$ cat config.mk
export PLATFORM = sky130hd
export DESIGN_NAME = fetch_prefetch_flat
export DESIGN_NICKNAME = d
export VERILOG_FILES = /design/src/rtl/cpu_pkg.sv /design/src/rtl/fetch_prefetch_if.sv /design/src/rtl/prefetch_ring.sv /design/src/rtl/fetch_prefetch.sv /design/src/flat_wrapper.sv
export SDC_FILE = /design/constraint.sdc
export NUM_CORES = 1
export LEC_CHECK = 0
export ABC_AREA = 1
export ABC_CLOCK_PERIOD_IN_PS = 4900
export BUFFER_PORTS_ARGS = -buffer_cell sky130_fd_sc_hd__buf_4
export CAP_MARGIN = 20
export CORE_ASPECT_RATIO = 0.9
export CORE_MARGIN = 5
export CORE_UTILIZATION = 40
export CTS_BUF_LIST = sky130_fd_sc_hd__clkbuf_8
export CTS_CLUSTER_DIAMETER = 40
export CTS_CLUSTER_SIZE = 30
export DETAILED_ROUTE_END_ITERATION = 10
export HOLD_SLACK_MARGIN = 0.06
export PLACE_DENSITY = 0.55
export SLEW_MARGIN = 20
export SYNTH_ARGS = -nofsm -noshare
export SYNTH_HDL_FRONTEND = slang
export SYNTH_HIERARCHICAL = 1
export SYNTH_SLANG_ARGS = --single-unit
$ cat constraint.sdc
create_clock -name clock -period 4.9 [get_ports clock]
set_input_delay 0.49 -clock clock [delete_from_list [all_inputs] [get_ports clock]]
set_output_delay 0.49 -clock clock [all_outputs]
set_load 0.03 [all_outputs]
$ cat src/rtl/cpu_pkg.sv
// Shared CPU definitions: addressing-mode codes, fetch FSM states, argument decode.
// Latency: n/a (types, constants and a pure function only).
// Backpressure: n/a.
package cpu_pkg;

    localparam logic [2:0] MODE_REG    = 3'h0;
    localparam logic [2:0] MODE_REGIND = 3'h1;
    localparam logic [2:0] MODE_IMM    = 3'h2;
    localparam logic [2:0] MODE_DIR    = 3'h4;

    typedef enum logic [1:0] {
        ST_IDLE,
        ST_REQ,
        ST_CAPTURE,
        ST_FAULT
    } fetch_state_t;

    // Instructions in IMM or DIR mode are followed by a 32-bit argument word.
    function automatic logic has_arg(input logic [2:0] mode);
        return (mode == MODE_IMM) || (mode == MODE_DIR);
    endfunction

endpackage

$ cat src/rtl/fetch_prefetch_if.sv
// Fetcher signal bundle: shared-bus read port plus the instruction port to control.
// Latency: n/a (wires only).
// Backpressure: bus_wait stalls the fetcher; ir_pop consumes the head instruction.
interface fetch_prefetch_if #(
    parameter int AW = 32
);
    logic [AW-1:0] bus_addr;
    logic          bus_read;
    logic [3:0]    byteenable;
    logic          bus_wait;
    logic [31:0]   bus_data_in;
    logic [31:0]   ir;
    logic [31:0]   arg;
    logic          ir_has_arg;
    logic [AW-1:0] ir_pc;
    logic          ir_valid;
    logic          ir_pop;
    logic          flush;
    logic [AW-1:0] flush_addr;
    logic          fault;

    modport master (
        output bus_addr, bus_read, byteenable, ir, arg, ir_has_arg, ir_pc, ir_valid, fault,
        input  bus_wait, bus_data_in, ir_pop, flush, flush_addr
    );

    modport slave (
        input  bus_addr, bus_read, byteenable, ir, arg, ir_has_arg, ir_pc, ir_valid, fault,
        output bus_wait, bus_data_in, ir_pop, flush, flush_addr
    );
endinterface

$ cat src/rtl/prefetch_ring.sv
// Prefetch ring: DEPTH entries of {word, pc} with head/tail pointers and occupancy count.
// Latency: a push is visible at the read ports the cycle after it is written.
// Backpressure: none internally; the caller never pushes into a full ring.
module prefetch_ring #(
    parameter int AW    = 32,
    parameter int DEPTH = 4
) (
    input  logic                     clock,
    input  logic                     reset_n,
    input  logic                     push,
    input  logic [31:0]              push_dat,
    input  logic [AW-1:0]            push_pc,
    input  logic                     pop1,
    input  logic                     pop2,
    input  logic                     clear,
    output logic [31:0]              head_dat,
    output logic [AW-1:0]            head_pc,
    output logic [31:0]              next_dat,
    output logic [$clog2(DEPTH):0]   count
);
    localparam int PW = $clog2(DEPTH);
    localparam int CW = PW + 1;

    logic [31:0]   dat_q [DEPTH];
    logic [31:0]   dat_d [DEPTH];
    logic [AW-1:0] pc_q  [DEPTH];
    logic [AW-1:0] pc_d  [DEPTH];
    logic [PW-1:0] head_q, head_d, tail_q, tail_d;
    logic [CW-1:0] count_q, count_d;

    // Next ring state: clear wins over everything; push and pop otherwise combine in one cycle.
    always_comb begin
        dat_d   = dat_q;
        pc_d    = pc_q;
        head_d  = head_q;
        tail_d  = tail_q;
        count_d = count_q;
        if (clear) begin
            head_d  = tail_q;
            count_d = '0;
        end else begin
            if (push) begin
                dat_d[tail_q] = push_dat;
                pc_d[tail_q]  = push_pc;
                tail_d        = tail_q + PW'(1);
            end
            count_d = count_q + CW'(push) - (pop2 ? CW'(2) : CW'(pop1));
            head_d  = head_q + (pop2 ? PW'(2) : PW'(pop1));
        end
    end

    // Ring storage and pointers; storage is zeroed so the head reads 0 out of reset.
    always_ff @(posedge clock or negedge reset_n) begin
        if (!reset_n) begin
            for (int i = 0; i < DEPTH; i++) begin
                dat_q[i] <= '0;
                pc_q[i]  <= '0;
            end
            head_q  <= '0;
            tail_q  <= '0;
            count_q <= '0;
        end else begin
            dat_q   <= dat_d;
            pc_q    <= pc_d;
            head_q  <= head_d;
            tail_q  <= tail_d;
            count_q <= count_d;
        end
    end

    assign head_dat = dat_q[head_q];
    assign head_pc  = pc_q[head_q];
    assign next_dat = dat_q[head_q + PW'(1)];
    assign count    = count_q;

endmodule

$ cat src/rtl/fetch_prefetch.sv
// Free-running instruction fetcher: fills a prefetch ring and presents whole instructions.
// Latency: 2 cycles per word (REQ, CAPTURE); ir_valid 3 cycles after reset release.
// Backpressure: bus_wait holds REQ (faults after WAIT_LIMIT); a full ring parks in IDLE.
module fetch_prefetch
    import cpu_pkg::*;
#(
    parameter int            AW         = 32,
    parameter int            DEPTH      = 4,
    parameter logic [AW-1:0] RESET_PC   = '0,
    parameter int            WAIT_LIMIT = 255
) (
    input logic               clock,
    input logic               reset_n,
    fetch_prefetch_if.master  fif
);
    localparam int CW = $clog2(DEPTH) + 1;
    localparam logic [CW-1:0] DEPTH_C = CW'(DEPTH);

    fetch_state_t  state_q, state_d;
    logic [AW-1:0] fetch_pc_q, fetch_pc_d;
    logic [7:0]    wait_cnt_q, wait_cnt_d;
    logic          fault_q, fault_d;

    logic          push, clear, pop1, pop2;
    logic [31:0]   head_dat, next_dat;
    logic [AW-1:0] head_pc;
    logic [CW-1:0] count, pop_n, count_after;
    logic          head_has_arg, head_vld, pop_ok;

    prefetch_ring #(.AW(AW), .DEPTH(DEPTH)) u_ring (
        .clock    (clock),
        .reset_n  (reset_n),
        .push     (push),
        .push_dat (fif.bus_data_in),
        .push_pc  (fetch_pc_q),
        .pop1     (pop1),
        .pop2     (pop2),
        .clear    (clear),
        .head_dat (head_dat),
        .head_pc  (head_pc),
        .next_dat (next_dat),
        .count    (count)
    );

    // Head decode: a two-word instruction is only complete once its argument is buffered.
    always_comb begin
        head_has_arg = has_arg(head_dat[31:29]);
        head_vld     = (count != '0) && (!head_has_arg || (count >= CW'(2)));
        pop_ok       = fif.ir_pop && head_vld && !fif.flush;
        pop2         = pop_ok && head_has_arg;
        pop1         = pop_ok && !head_has_arg;
        pop_n        = pop2 ? CW'(2) : CW'(pop1);
        count_after  = count + CW'(1) - pop_n;
    end

    // Fetch FSM next state; a flush overrides whatever the current state decided.
    always_comb begin
        state_d    = state_q;
        fetch_pc_d = fetch_pc_q;
        wait_cnt_d = wait_cnt_q;
        fault_d    = fault_q;
        push       = 1'b0;
        clear      = 1'b0;
        case (state_q)
            ST_IDLE: begin
                if (!fault_q && (count < DEPTH_C)) state_d = ST_REQ;
            end
            ST_REQ: begin
                if (!fif.bus_wait) begin
                    state_d    = ST_CAPTURE;
                    wait_cnt_d = '0;
                end else begin
                    wait_cnt_d = wait_cnt_q + 8'd1;
                    if (wait_cnt_d == 8'(WAIT_LIMIT)) begin
                        state_d = ST_FAULT;
                        fault_d = 1'b1;
                    end
                end
            end
            ST_CAPTURE: begin
                push       = 1'b1;
                fetch_pc_d = fetch_pc_q + AW'(4);
                state_d    = (count_after < DEPTH_C) ? ST_REQ : ST_IDLE;
            end
            ST_FAULT: begin
                fault_d = 1'b1;
            end
            default: state_d = ST_IDLE;
        endcase
        if (fif.flush) begin
            clear      = 1'b1;
            push       = 1'b0;
            fetch_pc_d = fif.flush_addr;
            wait_cnt_d = '0;
            if (fif.flush_addr[1:0] != 2'b00) begin
                fault_d = 1'b1;
                state_d = ST_FAULT;
            end else if (state_q == ST_FAULT) begin
                state_d = ST_FAULT;
            end else begin
                state_d = ST_REQ;
            end
        end
    end

    // Fetch FSM registers.
    always_ff @(posedge clock or negedge reset_n) begin
        if (!reset_n) begin
            state_q    <= ST_IDLE;
            fetch_pc_q <= RESET_PC;
            wait_cnt_q <= '0;
            fault_q    <= 1'b0;
        end else begin
            state_q    <= state_d;
            fetch_pc_q <= fetch_pc_d;
            wait_cnt_q <= wait_cnt_d;
            fault_q    <= fault_d;
        end
    end

    assign fif.bus_read   = (state_q == ST_REQ) || (state_q == ST_CAPTURE);
    assign fif.bus_addr   = fetch_pc_q;
    assign fif.byteenable = 4'b1111;
    assign fif.ir         = head_dat;
    assign fif.arg        = head_has_arg ? next_dat : 32'h0;
    assign fif.ir_has_arg = head_has_arg;
    assign fif.ir_pc      = head_pc;
    assign fif.ir_valid   = head_vld;
    assign fif.fault      = fault_q;

endmodule

$ cat src/flat_wrapper.sv
// flat-port wrapper written by rule: the top's interface ports become plain ports
module fetch_prefetch_flat import cpu_pkg::*;
#(
    parameter int            AW         = 32,
    parameter int            DEPTH      = 4,
    parameter logic [AW-1:0] RESET_PC   = '0,
    parameter int            WAIT_LIMIT = 255
)
  (clock, reset_n, fif_bus_addr, fif_bus_read, fif_byteenable, fif_ir, fif_arg, fif_ir_has_arg, fif_ir_pc, fif_ir_valid, fif_fault, fif_bus_wait, fif_bus_data_in, fif_ir_pop, fif_flush, fif_flush_addr);
  fetch_prefetch_if #(.AW(AW)) fif_i ();
  input logic clock;
  input logic reset_n;
  output wire logic [$bits(fif_i.bus_addr)-1:0] fif_bus_addr;
  output wire logic [$bits(fif_i.bus_read)-1:0] fif_bus_read;
  output wire logic [$bits(fif_i.byteenable)-1:0] fif_byteenable;
  output wire logic [$bits(fif_i.ir)-1:0] fif_ir;
  output wire logic [$bits(fif_i.arg)-1:0] fif_arg;
  output wire logic [$bits(fif_i.ir_has_arg)-1:0] fif_ir_has_arg;
  output wire logic [$bits(fif_i.ir_pc)-1:0] fif_ir_pc;
  output wire logic [$bits(fif_i.ir_valid)-1:0] fif_ir_valid;
  output wire logic [$bits(fif_i.fault)-1:0] fif_fault;
  input wire logic [$bits(fif_i.bus_wait)-1:0] fif_bus_wait;
  input wire logic [$bits(fif_i.bus_data_in)-1:0] fif_bus_data_in;
  input wire logic [$bits(fif_i.ir_pop)-1:0] fif_ir_pop;
  input wire logic [$bits(fif_i.flush)-1:0] fif_flush;
  input wire logic [$bits(fif_i.flush_addr)-1:0] fif_flush_addr;
  assign fif_bus_addr = fif_i.bus_addr;
  assign fif_bus_read = fif_i.bus_read;
  assign fif_byteenable = fif_i.byteenable;
  assign fif_ir = fif_i.ir;
  assign fif_arg = fif_i.arg;
  assign fif_ir_has_arg = fif_i.ir_has_arg;
  assign fif_ir_pc = fif_i.ir_pc;
  assign fif_ir_valid = fif_i.ir_valid;
  assign fif_fault = fif_i.fault;
  assign fif_i.bus_wait = fif_bus_wait;
  assign fif_i.bus_data_in = fif_bus_data_in;
  assign fif_i.ir_pop = fif_ir_pop;
  assign fif_i.flush = fif_flush;
  assign fif_i.flush_addr = fif_flush_addr;
  fetch_prefetch #(.AW(AW), .DEPTH(DEPTH), .RESET_PC(RESET_PC), .WAIT_LIMIT(WAIT_LIMIT)) u_core (.clock(clock), .reset_n(reset_n), .fif(fif_i));
endmodule
* Word-level counts from Yosys, hierarchy flattened
Index checks and enable logic that the tools add are counted.
** Word-level totals
- Memory bits (writable) :: 0
- Latch bits :: 0
- Bits in read-only memories :: 0
- Output and inout bits :: 136
- Memories kept :: 0
- Register bits :: 306
- Bits of input ports :: 69
** Operators by class
- Equal/unequal tests :: 8
- Multipliers :: 0
- Reductions and logical operators :: 21
- Muxes and demuxes :: 39
- Add/subtract/negate cells :: 9
- Shift operators :: 0
- Bitwise gates (word level) :: 4
- Divide/modulo/power cells :: 0
- Order comparisons :: 7
** Operators with widths (number)
- 32-bit 2-to-1 mux :: 10
- 128-bit bitwise mux :: 2
- 32-bit binary-select mux with 2-bit select :: 3
- 32-bit demux with 2-bit select :: 1
- 32-bit by 3-bit adder with 32-bit output (second input constant) :: 1
- 8-bit 2-to-1 mux :: 3
- 2-bit 2-to-1 mux :: 9
- 3-bit >= comparator (second input constant) :: 3
- 2-bit NOT with 3-bit output :: 3
- 8-bit by 1-bit adder with 8-bit output (second input constant) :: 1
- 8-bit equality test (second input constant) :: 1
- 1-bit 2-to-1 mux :: 8
- 1-bit logical AND :: 7
- 3-bit less-than comparator (second input constant) :: 2
- 2-bit one-hot mux with 3 select lines :: 1
- 2-bit nonzero test :: 3
- 3-bit subtractor :: 2
- 2-bit by 1-bit adder with 2-bit output (second input constant) :: 2
- 2-bit equality test (second input constant) :: 2
- 4-bit by 3-bit inequality test with 1-bit output (second input constant) :: 1
- 4-bit nonzero test :: 1
- 3-bit by 1-bit adder with 3-bit output :: 1
- 3-bit by 1-bit adder with 3-bit output (second input constant) :: 1
- 3-bit by 2-bit equality test with 1-bit output (second input constant) :: 1
- 15 further kinds :: 19

* Depth between registers and ports, before layout
Gate-level depths: netlist of run 1.
- Word-level depth :: 18
- Gate-level depth with buffers :: 22
- Mapped depth without buffers :: 20

* By module
Netlist of run 1, hierarchy kept.
** By module, submodules not included
- prefetch_ring :: sequential area each 6581.3 um^2, area each 13031.2 um^2, times used 1, cells an instance 1684
- fetch_prefetch :: sequential area each 1076.0 um^2, area each 3165.5 um^2, times used 1, cells an instance 463

* Worst setup path before layout of run 1
OpenSTA, ideal clock, no wires.
- Path type :: reg-to-reg
- Start :: register u_core.u_ring.head_q[0]
- End :: register u_core.u_ring.count_q[2] (netlist: u_core/u_ring/count[2])
- Stages on the path, launching flop included :: 21
- Data arrival time :: 3022 ps
- Required time :: 4781 ps
- Buffers on the path :: 2
- Setup slack :: 1759 ps
- Cell sequence :: dfrtp_1 -> inv_2 -> buf_2 -> buf_2 -> nand2_1 -> o211ai_1 -> nand2_1 -> nand2_1 -> nand3_1 -> a21oi_1 -> inv_1 -> nand3_1 -> inv_1 -> inv_1 -> nand2_1 -> xnor2_1 -> ha_1 -> inv_1 -> fa_1 -> a21oi_1 -> nor2_1
** Between the ends
- Word-level cells in the longest chain between the ends :: 15
** Ends and longest elaborated chain
- from (decl) :: line prefetch_ring.sv:28 : logic [PW-1:0] head_q, head_d, tail_q, tail_d;
- from (signal assigned) :: line prefetch_ring.sv:59 : head_q <= '0;
- from (signal assigned) :: line prefetch_ring.sv:65 : head_q <= head_d;
- 2-bit NOT with 3-bit output (not written as such) (*) :: line prefetch_ring.sv:71 : assign head_dat = dat_q[head_q];
- 32-bit binary-select mux with 2-bit select (*) :: line prefetch_ring.sv:71
- 32-bit 2-to-1 mux (not written as such) (*) (2 in a row) :: line prefetch_ring.sv:71
- via fif_ir[31] :: line flat_wrapper.sv:16 : output wire logic [$bits(fif_i.ir)-1:0] fif_ir;
- 3-bit by 2-bit equality test with 1-bit output / 3-bit equality test (equally long branches) :: line cpu_pkg.sv:20 : return (mode == MODE_IMM) || (mode == MODE_DIR);
- 1-bit logical OR (*) :: line cpu_pkg.sv:20
- 1-bit zero test (*) :: line fetch_prefetch.sv:48 : head_vld = (count != '0) && (!head_has_arg || (count >= CW'(2)));
- 1-bit logical OR (*) :: line fetch_prefetch.sv:48
- 1-bit logical AND (*) :: line fetch_prefetch.sv:48
- via fif_ir_valid :: line flat_wrapper.sv:20 : output wire logic [$bits(fif_i.ir_valid)-1:0] fif_ir_valid;
- 1-bit logical AND (*) (2 in a row) :: line fetch_prefetch.sv:49 : pop_ok = fif.ir_pop && head_vld && !fif.flush;
- 1-bit logical AND (*) :: line fetch_prefetch.sv:50 : pop2 = pop_ok && head_has_arg;
- via u_core.pop2 :: line fetch_prefetch.sv:24 : logic push, clear, pop1, pop2;
- 2-bit 2-to-1 mux (*) :: line prefetch_ring.sv:47 : count_d = count_q + CW'(push) - (pop2 ? CW'(2) : CW'(pop1));
- 3-bit subtractor (*) :: line prefetch_ring.sv:47
- 3-bit 2-to-1 mux (*) :: line prefetch_ring.sv:38 : if (clear) begin
- via u_core.u_ring.count_d[2] :: line prefetch_ring.sv:29 : logic [CW-1:0] count_q, count_d;
- to (signal assigned) :: line prefetch_ring.sv:67 : count_q <= count_d;
- to (decl) :: line prefetch_ring.sv:29
Mark *: on every way through the listed nets, which the timed path passes. The rest lies on a longest branch. The select of a mux whose other input is x is not followed.
A chain may end at the register's enable or synchronous reset.

* Final worst setup path of run 1
- Start :: register u_core.u_ring.head_q[0]
- End :: output fif_arg[3]
** RTL lines
- 2-bit by 1-bit adder with 2-bit output :: line prefetch_ring.sv:73 : assign next_dat = dat_q[head_q + PW'(1)];
- 2-bit NOT with 3-bit output (not written as such) :: line prefetch_ring.sv:73
- 32-bit binary-select mux with 2-bit select :: line prefetch_ring.sv:73
- 32-bit 2-to-1 mux (not written as such) (2 in a row) :: line prefetch_ring.sv:73
- via u_core.next_dat[3] :: line fetch_prefetch.sv:25 : logic [31:0] head_dat, next_dat;
- 32-bit 2-to-1 mux :: line fetch_prefetch.sv:125 : assign fif.arg = head_has_arg ? next_dat : 32'h0;
- to (decl) :: line flat_wrapper.sv:17 : output wire logic [$bits(fif_i.arg)-1:0] fif_arg;
The timed path passes the listed nets, and every way through them passes these cells. The select of a mux whose other input is x is not followed.

==> results.cfg, run 1 <==
[routing]
avgRoutedWirePerCell_um = 15.3
dr.pass1.iters = 6
wl_um = 44200
drt_iter0_drc = 1055
ant_nets = 0
drc = 0
dr_total_vias = 14200
vias_per_cell = 4.90

[finish]
drive_gt1_frac = 0.145
num-fill-cells = 4034
multi_input_area_um2 = 6870
n_antenna_cell = 0
stdcell_area_um2 = 19300
sequential_cell_area_um2 = 7660
fin_nets = 2396
area_growth_pct = 19.4
instances_no_fill = 2891

[floorplan]
coreArea_um2 = 40300
io_pins = 205
start_util = 0.402
dieArea_um2 = 44600
die_x_um = 222
rows = 70
die_y_um = 201

[power]
p_int_mw = 6.65
max-vdd-ir-drop_mv = 0.386
p_clk_frac = 0.213
p_comb_frac = 0.462
power_leakage_nw = 9.64
pwr-share-seq = 0.325
pwr_density_cell_nw_per_um2 = 631
p_sw_frac = 0.455
p_sw_mw = 5.55

[clock_tree]
cts_tree = yes
clock_latency_ns = 0.63
cts_buffer_depth = 3
cts_sinks = 306
post_cts_buffers = 0
clkSlewWorstSetupHoldPaths_ns = 0.07
htreeDepth = 2
clockRootBuffer = clkbuf_8
cts_buffers = 53

[sta]
fin_crit_sh = 0.815
final.setup.tns_ns = 0
drv_slew = 0
fmax_mhz = 250
final.min_clock_period_ns = 3.99
worst_slew_pin_slew_ns = 1.06
grt_setup_unrepaired = no
final-setup-viol-count = 0
slew_headroom = 0.294
clock_skew_ns = 0.0309
hold_violations = 0

[synthesis]
synth_ff_type = dfrtp_1
ys_top_cells_by_count = nand2_1, o21ai_0, dfrtp_1
ys_seq_area_frac = 0.473
synthDistinctLibCells = 38
synth.avg_cell_area_um2 = 7.54
yosysMostFrequentCell = nand2_1
ys_ff_latch = 306
synthesis.area_um2 = 16200
synth_top_area_cell = dfrtp_1
netlist_instances = 2147
postSynth.asyncResetShare = 1.00
synth-edff-count = 0
yosysWarnings = 6
synth.top_cell.area_share = 0.473
ys_top_cells_by_area = dfrtp_1, nand2_1, o21ai_0

[worst_setup_path]
reg2reg_to = u_core/u_ring/count[2]
regToRegSetupSlack_ns = 1.38
cp.arrival_ns = 3.50
cp-endpoint = fif_arg[3]
critPathKind = reg2out
cp.required_ns = 4.41
slowest_stage = dfrtp_2
worst_path_largest_cell_delay_ns = 0.76
crit_path_cell_trace = buf_4, nor2_2, inv_2, nand2_2, nand2_1, nand2_1, inv_1, nor2_1, buf_4
end_kind = output pin
startpoint_type = flop
reg2reg_from = u_core/u_ring/head_q[0]
reg2regPathDepth = 19
crit_start = u_core/u_ring/head_q[0]
cp_max_fo = 74

[placed_design]
post-dp-hpwl_um = 28100
placed_area_um2 = 17900
gp_congestion = 0.763
dp_cells = 2771
portBuffers = 200

[global_routing]
track_usage = 0.194
grt_max_degree = 120
overflow = 0
grt_pass1_wl_um = 72000
grt_pass1_vias = 13500
antenna_found_initial = 0

[status]
status = finished clean

[flow_run]
drv_cap = 0

[min_path]
hp-class = in2reg
-- logic make-up after synthesis --
group           Yosys count  synth area share
compound gates          513             0.181
simple gates            874             0.214
other cells               1          0.000232
flops                   306             0.473
fa+ha+maj                15            0.0121
xor+xnor                 26            0.0141
buf+inv                 412             0.106
-- registers in the layout, summed over array words and instances, names as in the netlist --
| name | cells |
|---|---|
| u_core/u_ring/count | 3 |
| u_core/fif.fault | 1 |
| u_core/u_ring/pc_q | 128 |
| u_core/u_ring/dat_q | 128 |
| u_core/u_ring/tail_q | 2 |
| u_core/fif.bus_addr | 32 |
| u_core/wait_cnt_q | 8 |
| u_core/u_ring/head_q | 2 |
| u_core/state_q | 2 |
-- metrics by stage --
step / total power, mW / hold WS, ns / setup slack [ns] / util
6_report: 12.2 / 0.125 / 0.907 / 0.480
2_1_floorplan: 7.75 / 0.194 / 1.76 / -
3_5_place_dp: 9.68 / 0.473 / 1.40 / 0.444
3_3_place_gp: 9.59 / 0.466 / 1.52 / 0.444
5_1_grt: 13.2 / 0.0755 / 0.586 / 0.480
4_1_cts: 12.4 / 0.0607 / 0.841 / 0.480
-- power by group through the flow --
stage	combinational [mW]	clock (mW)	sequential [mW]
final	5.63	2.60	3.97
after global placement	5.61	0	3.98
after floorplan	3.89	0	3.86
after detailed placement	5.68	0	4.00
after global routing	6.27	2.81	4.09
after CTS	5.71	2.69	3.97
-- metal layers --
metal / track usage / part of all wire
met5: 0 / 0
met1: 0.287 / 0.48
met4: 0.0372 / 0.013
met2: 0.297 / 0.43
met3: 0.0434 / 0.068
-- worst max-delay path, delay by kind of cell, from the launching register on --
family                 cells  cell delay [ns]
DFF                        1             0.76
buffers and inverters      4             1.14
and+or+nand+nor            5             0.92
-- area by class of cell --
type	count	area share
sequential	306	0.396
multi-input combinational	1432	0.355
timing repair buffer	240	0.0982
inverter	279	0.0544
clock buffer	60	0.0427
tap	540	0.0349
clock inverter	34	0.0184
-- cells in the final DEF (no fill, tap or decap), types with 4 or more instances in the layout --
master,netlist,layout
conb_1,1,4
o21ai_0,343,343
nor2_4,6,6
nor3_1,5,5
nor2_2,6,8
clkinv_2,0,8
xor2_1,16,16
nand4_1,6,6
ha_1,14,14
nand2_1,738,734
nor2_1,76,74
dlygate4sd3_1,0,26
buf_4,8,211
nand2_4,1,5
inv_1,273,279
inv_2,4,4
dfrtp_1,306,304
clkinvlp_4,0,9
bufinv_16,0,6
nand3_1,23,22
a21oi_1,19,19
nand2_2,6,6
o211ai_1,118,118
o21ai_1,5,5
a22oi_1,20,20
o22ai_1,4,4
clkbuf_8,0,60
xnor2_1,10,10
-- what timing repair did --
item | CTS | global route
resized for setup | 0 | 0
hold buffers | 26 | 0
hold endpoints to repair | 131 | 0
-- worst min-delay path by stage --
stage	start	end	cells past startpoint
2_1_floorplan	reset_n	u_core/fif.bus_addr[0]	0
3_3_place_gp	u_core/u_ring/pc_q[118]	u_core/u_ring/pc_q[118]	2
3_5_place_dp	u_core/u_ring/pc_q[106]	u_core/u_ring/pc_q[106]	2
4_1_cts	fif_flush_addr[19]	u_core/fif.bus_addr[19]	3
5_1_grt	fif_flush_addr[14]	u_core/fif.bus_addr[14]	3
6_report	fif_flush_addr[14]	u_core/fif.bus_addr[14]	3
Note: power is estimated with default switching activity, not from simulation.
==> run 2: changes to the inputs <==
Settings changed: ABC_CLOCK_PERIOD_IN_PS 4900 to 4000.
Clock period 4.9 ns to 4 ns, I/O delays scaled along.
==> run 2 against run 1 <==
Net effect:
- final area is 2.4% higher
- clock skew is 0.0047 ns lower
- clock-buffer cell count increased by 2
- die area did not move
- non-clock buffer count rose by 32
- critical path depth stayed put
- worst hold slack worse by 0.015 ns
- combinational power grew 25%
- global-route usage is 0.25 points higher
- register-to-register slack worse by 0.45 ns
- clock power is 30% higher
- critical endpoint is now fif_arg[12]
- highest routed layer unchanged
==> results.cfg, run 2 (same netlist as run 1, synthesis figures left out) <==
[status]
status = finished clean

[power]
max-vdd-ir-drop_mv = 0.429
power_leakage_nw = 9.87
pwr_density_cell_nw_per_um2 = 769

[clock_tree]
cts_sinks = 306
cts_buffers = 54
cts-resized-gates = 0
cts_tree = yes
clkSlewWorstSetupHoldPaths_ns = 0.06
clock_latency_ns = 0.63
clockRootBuffer = clkbuf_8
htreeDepth = 2
cts_buffer_depth = 3

[floorplan]
coreArea_um2 = 40300
start_util = 0.402
io_pins = 205
dieArea_um2 = 44600
rows = 70
die_y_um = 201
die_x_um = 222

[routing]
drt_iter0_drc = 1088
met2_wirelength_um = 19600
dr_wl_met3_um = 2730
top_layer_used = met4
drt-met1-wl_um = 21700
ant_nets = 0
drc = 0
vias_per_cell = 4.87
wl_um = 44800
dr.pass1.iters = 5
avgRoutedWirePerCell_um = 15.3
dr_total_vias = 14300

[global_routing]
grt_pass1_vias = 13600
grt_pass1_wl_um = 72900
antenna_found_initial = 0
overflow = 0
grt_max_degree = 179
track_usage = 0.197

[worst_setup_path]
cp.required_ns = 3.60
crit_path_cell_trace = buf_4, nor2_2, inv_2, nand2_2, nand2_1, nand2_1, inv_1, nor2_1, buf_4
end_kind = output pin
slowest_stage = dfrtp_4
cp.arrival_ns = 3.09
critPathKind = reg2out
cp_max_fo = 32
path_buf_inv = 4
crit_family = buffers and inverters
startpoint_type = flop
worst_path_largest_cell_delay_ns = 0.71

[flow_run]
drv_cap = 0

[placed_design]
portBuffers = 200
gp_congestion = 0.781
post-dp-hpwl_um = 28900

[finish]
num-fill-cells = 4007
fin_nets = 2429
area_growth_pct = 22.3
drive_gt1_frac = 0.147
final_cell_mix = nand2_1, o21ai_0, dfrtp_1
final_common_cell = nand2_1
final_util = 0.492
n_antenna_cell = 0

[sta]
final-setup-viol-count = 0
drv_slew = 0
fin_crit_sh = 0.873
fmax_mhz = 286
final.setup.tns_ns = 0
slew_headroom = 0.393
worst_slew_pin_slew_ns = 0.910
clock_skew_ns = 0.0261
grt_setup_unrepaired = no
final.min_clock_period_ns = 3.49
hold_violations = 0

[min_path]
hp-class = in2reg
run 2: changes by cell type in the layout (fill, tap and decap cells not counted):
| cell | before | now |
|---|---|---|
| clkinv_8 | 0 | 1 |
| buf_4 | 211 | 213 |
| inv_1 | 279 | 280 |
| inv_6 | 3 | 7 |
| clkinvlp_4 | 9 | 4 |
| clkinv_4 | 2 | 4 |
| bufinv_16 | 6 | 7 |
| buf_12 | 2 | 6 |
| dlygate4sd3_1 | 26 | 52 |
| inv_8 | 1 | 2 |
| clkbuf_8 | 60 | 62 |
run 2: path summary, 6_finish.rpt:
| check | startpoint | to | slack [ns] | cells after the start |
|---|---|---|---|---|
| setup / recovery | u_core/u_ring/head_q[1] | fif_arg[12] | 0.51 | 9 |
| setup reg to reg | u_core/u_ring/head_q[0] | u_core/u_ring/count[2] | 0.93 | 19 |
| hold / removal | fif_bus_data_in[1] | u_core/u_ring/dat_q[1] | 0.11 | 3 |
| min in group asynchronous | reset_n | u_core/state_q[0] | 0.33 | 2 |
| max in group asynchronous | reset_n | u_core/u_ring/dat_q[6] | 2.62 | 3 |
| hold reg to reg | u_core/u_ring/pc_q[90] | u_core/u_ring/pc_q[90] | 0.48 | 2 |
run 2: per-stage QoR:
step	setup WS [ns]	power [mW]	instance area [um^2]	hold slack, ns	cells
6_report	0.508	15.2	19800	0.110	2930
5_1_grt	0.170	16.4	19800	0.0907	2930
4_1_cts	0.240	15.4	19800	0.0604	2929
3_5_place_dp	0.945	11.9	18000	0.451	2776
3_3_place_gp	1.04	11.8	18000	0.458	2776
2_1_floorplan	0.859	9.49	16200	0.104	2150
run 2: final cells by class:
type / instances / area (um^2) / area share
Sequential cell: 306 / 7660 / 0.387
Multi-Input combinational cell: 1432 / 6870 / 0.347
Timing Repair Buffer: 272 / 2250 / 0.114
Inverter: 279 / 1050 / 0.0531
Clock buffer: 62 / 853 / 0.0431
Tap cell: 540 / 676 / 0.0341
Clock inverter: 39 / 433 / 0.0219
run 2: tightest hold or removal path: stages:
cell	delay, ns
buf_4	0.08
inv_1	0.05
o21ai_0	0.14
run 2: metal layers:
layer | GRT usage | vias to the layer above
met3 | 0.0395 | 54
met4 | 0.0478 | 0
met2 | 0.305 | 361
met5 | 0 | -
met1 | 0.286 | 6621
li1 | - | 7238
run 2: timing repair:
item / 4_1_cts / 5_1_grt
hold buffers: 52 / 0
endpoints found under the hold margin: 156 / 0
endpoints found under the setup margin: 0 / 1
setup buffers: 0 / 1
run 2: power breakdown:
group | internal (mW) | switching (mW) | total, mW
clock network | 1.93 | 1.45 | 3.38
logic | 2.34 | 4.70 | 7.04
registers | 4.07 | 0.740 | 4.81
==> run 3: changes to the inputs <==
Settings changed: MAX_ROUTING_LAYER set to met4.
==> run 3 against run 2 <==
Net effect:
- via count up 0.35%
- global-route usage up 0.58 points
- final cell count unchanged
- worst hold slack better by 0.0022 ns
- wire length grew 0.24%
- clock-buffer cell count unchanged
- largest power group unchanged
- final area did not move
- clock power hardly changed
==> results.cfg, run 3 (same netlist as run 1, synthesis figures left out) <==
[worst_setup_path]
crit_start = u_core/u_ring/head_q[1]
end_kind = output pin
slowest_stage = dfrtp_4
crit_path_cell_trace = buf_4, nor2_2, inv_2, nand2_2, nand2_1, nand2_1, inv_1, nor2_1, buf_4
crit_family = buffers and inverters
cp.arrival_ns = 3.10
cp_max_fo = 32
reg2reg_to = u_core/u_ring/count[2]
worst_path_largest_cell_delay_ns = 0.71
startpoint_type = flop
reg2regPathDepth = 19
cp.required_ns = 3.60
regToRegSetupSlack_ns = 0.93
critPathKind = reg2out
reg2reg_from = u_core/u_ring/head_q[0]
path_buf_inv = 4

[status]
status = finished clean

[routing]
avgRoutedWirePerCell_um = 15.3
dr_total_vias = 14300
drc = 0
ant_nets = 0
wl_um = 45000
dr.pass1.iters = 6
vias_per_cell = 4.89
drt_iter0_drc = 1067

[sta]
grt_setup_unrepaired = no
final.min_clock_period_ns = 3.50
final.setup.tns_ns = 0
slew_headroom = 0.384
hold_violations = 0
drv_slew = 0
fmax_mhz = 286
hold_ws_ns = 0.112
clock_skew_ns = 0.0271
worst_slew_pin_slew_ns = 0.924
fin_crit_sh = 0.875
final-setup-viol-count = 0

[placed_design]
post-dp-hpwl_um = 28900
gp_congestion = 0.794
placed_area_um2 = 18000
portBuffers = 200

[floorplan]
die_x_um = 222
io_pins = 205
rows = 70
start_util = 0.402
coreArea_um2 = 40300
dieArea_um2 = 44600
die_y_um = 201

[finish]
final_cell_mix = nand2_1, o21ai_0, dfrtp_1
multi_input_area_um2 = 6870
sequential_cell_area_um2 = 7660
n_antenna_cell = 0
drive_gt1_frac = 0.147
stdcell_area_um2 = 19800
fin_nets = 2429
final_common_cell = nand2_1
num-fill-cells = 4007
area_growth_pct = 22.3

[clock_tree]
cts-resized-gates = 0
clock_latency_ns = 0.63
clkSlewWorstSetupHoldPaths_ns = 0.06
cts_sinks = 306
cts_buffer_depth = 3
cts_buffers = 54
clockRootBuffer = clkbuf_8
cts_tree = yes
htreeDepth = 2

[global_routing]
track_usage = 0.203
grt_pass1_wl_um = 72900
antenna_found_initial = 0
grt_pass1_vias = 13600
overflow = 0
grt_max_degree = 179

[min_path]
holdPathEnd = u_core/u_ring/dat_q[3]
min_from = fif_bus_data_in[3]
hold_depth = 3
hp-class = in2reg

[power]
pwr_density_cell_nw_per_um2 = 769
power_leakage_nw = 9.87
max-vdd-ir-drop_mv = 0.427

[flow_run]
drv_cap = 0
run 3: layout make-up:
type,count,area share
clock inverters,39,0.0219
inverters,279,0.0531
repair buffers,272,0.114
well taps,540,0.0341
clock buffers,62,0.0431
flip-flops and latches,306,0.387
multi-input cells,1432,0.347
run 3: per-stage QoR:
stage / std cells / power, mW / worst slack (ns) / util
after floorplan: 2150 / 9.49 / 0.859 / -
after global placement: 2776 / 11.8 / 1.04 / 0.446
after detailed placement: 2776 / 11.9 / 0.945 / 0.446
after CTS: 2929 / 15.4 / 0.240 / 0.491
after global routing: 2930 / 16.4 / 0.175 / 0.492
final: 2930 / 15.2 / 0.501 / 0.492
run 3: worst max-delay path by stage:
stage	end	slack (ns)	cells past startpoint
floorplan	u_core/u_ring/count[2]	0.86	20
global placement	fif_arg[3]	1.04	9
detailed placement	u_core/u_ring/count[2]	0.95	19
CTS	fif_arg[12]	0.24	9
global route	fif_arg[12]	0.18	9
finish	fif_arg[12]	0.50	9
run 3: worst register-to-register path, cell delays in order (launching register included):
cell      delay, ns
dfrtp_2        0.49
inv_6          0.40
nand2_1        0.11
o211ai_1       0.11
nand2_1        0.11
nand2_1        0.08
nand3_2        0.13
a21oi_1        0.16
inv_1          0.07
nand3_1        0.06
inv_1          0.06
inv_1          0.12
nand2_1        0.12
xnor2_1        0.16
ha_1           0.16
inv_1          0.04
fa_1           0.39
nand3_1        0.10
nand2_1        0.06
nor2_1         0.08
run 3: power breakdown:
group	total (mW)	leakage (nW)	internal [mW]	switching, mW
clock network	3.38	0.677	1.93	1.45
registers	4.81	4.08	4.07	0.740
logic	7.04	5.12	2.34	4.70
total	15.2	9.87	8.34	6.89
run 3: metal layers:
metal,GRT usage,vias to the layer above,share of wire,routed length [um]
met5,-,-,0,0
met4,0.0478,0,0.016,739
met3,0.0376,56,0.063,2820
met2,0.305,390,0.44,19700
met1,0.287,6646,0.48,21700
li1,-,7232,-,-
run 3: repair_timing:
item	4_1_cts	5_1_grt
hold buffers	52	0
endpoints found under the hold margin	156	0
setup buffers	0	1
setup endpoints to repair	0	1
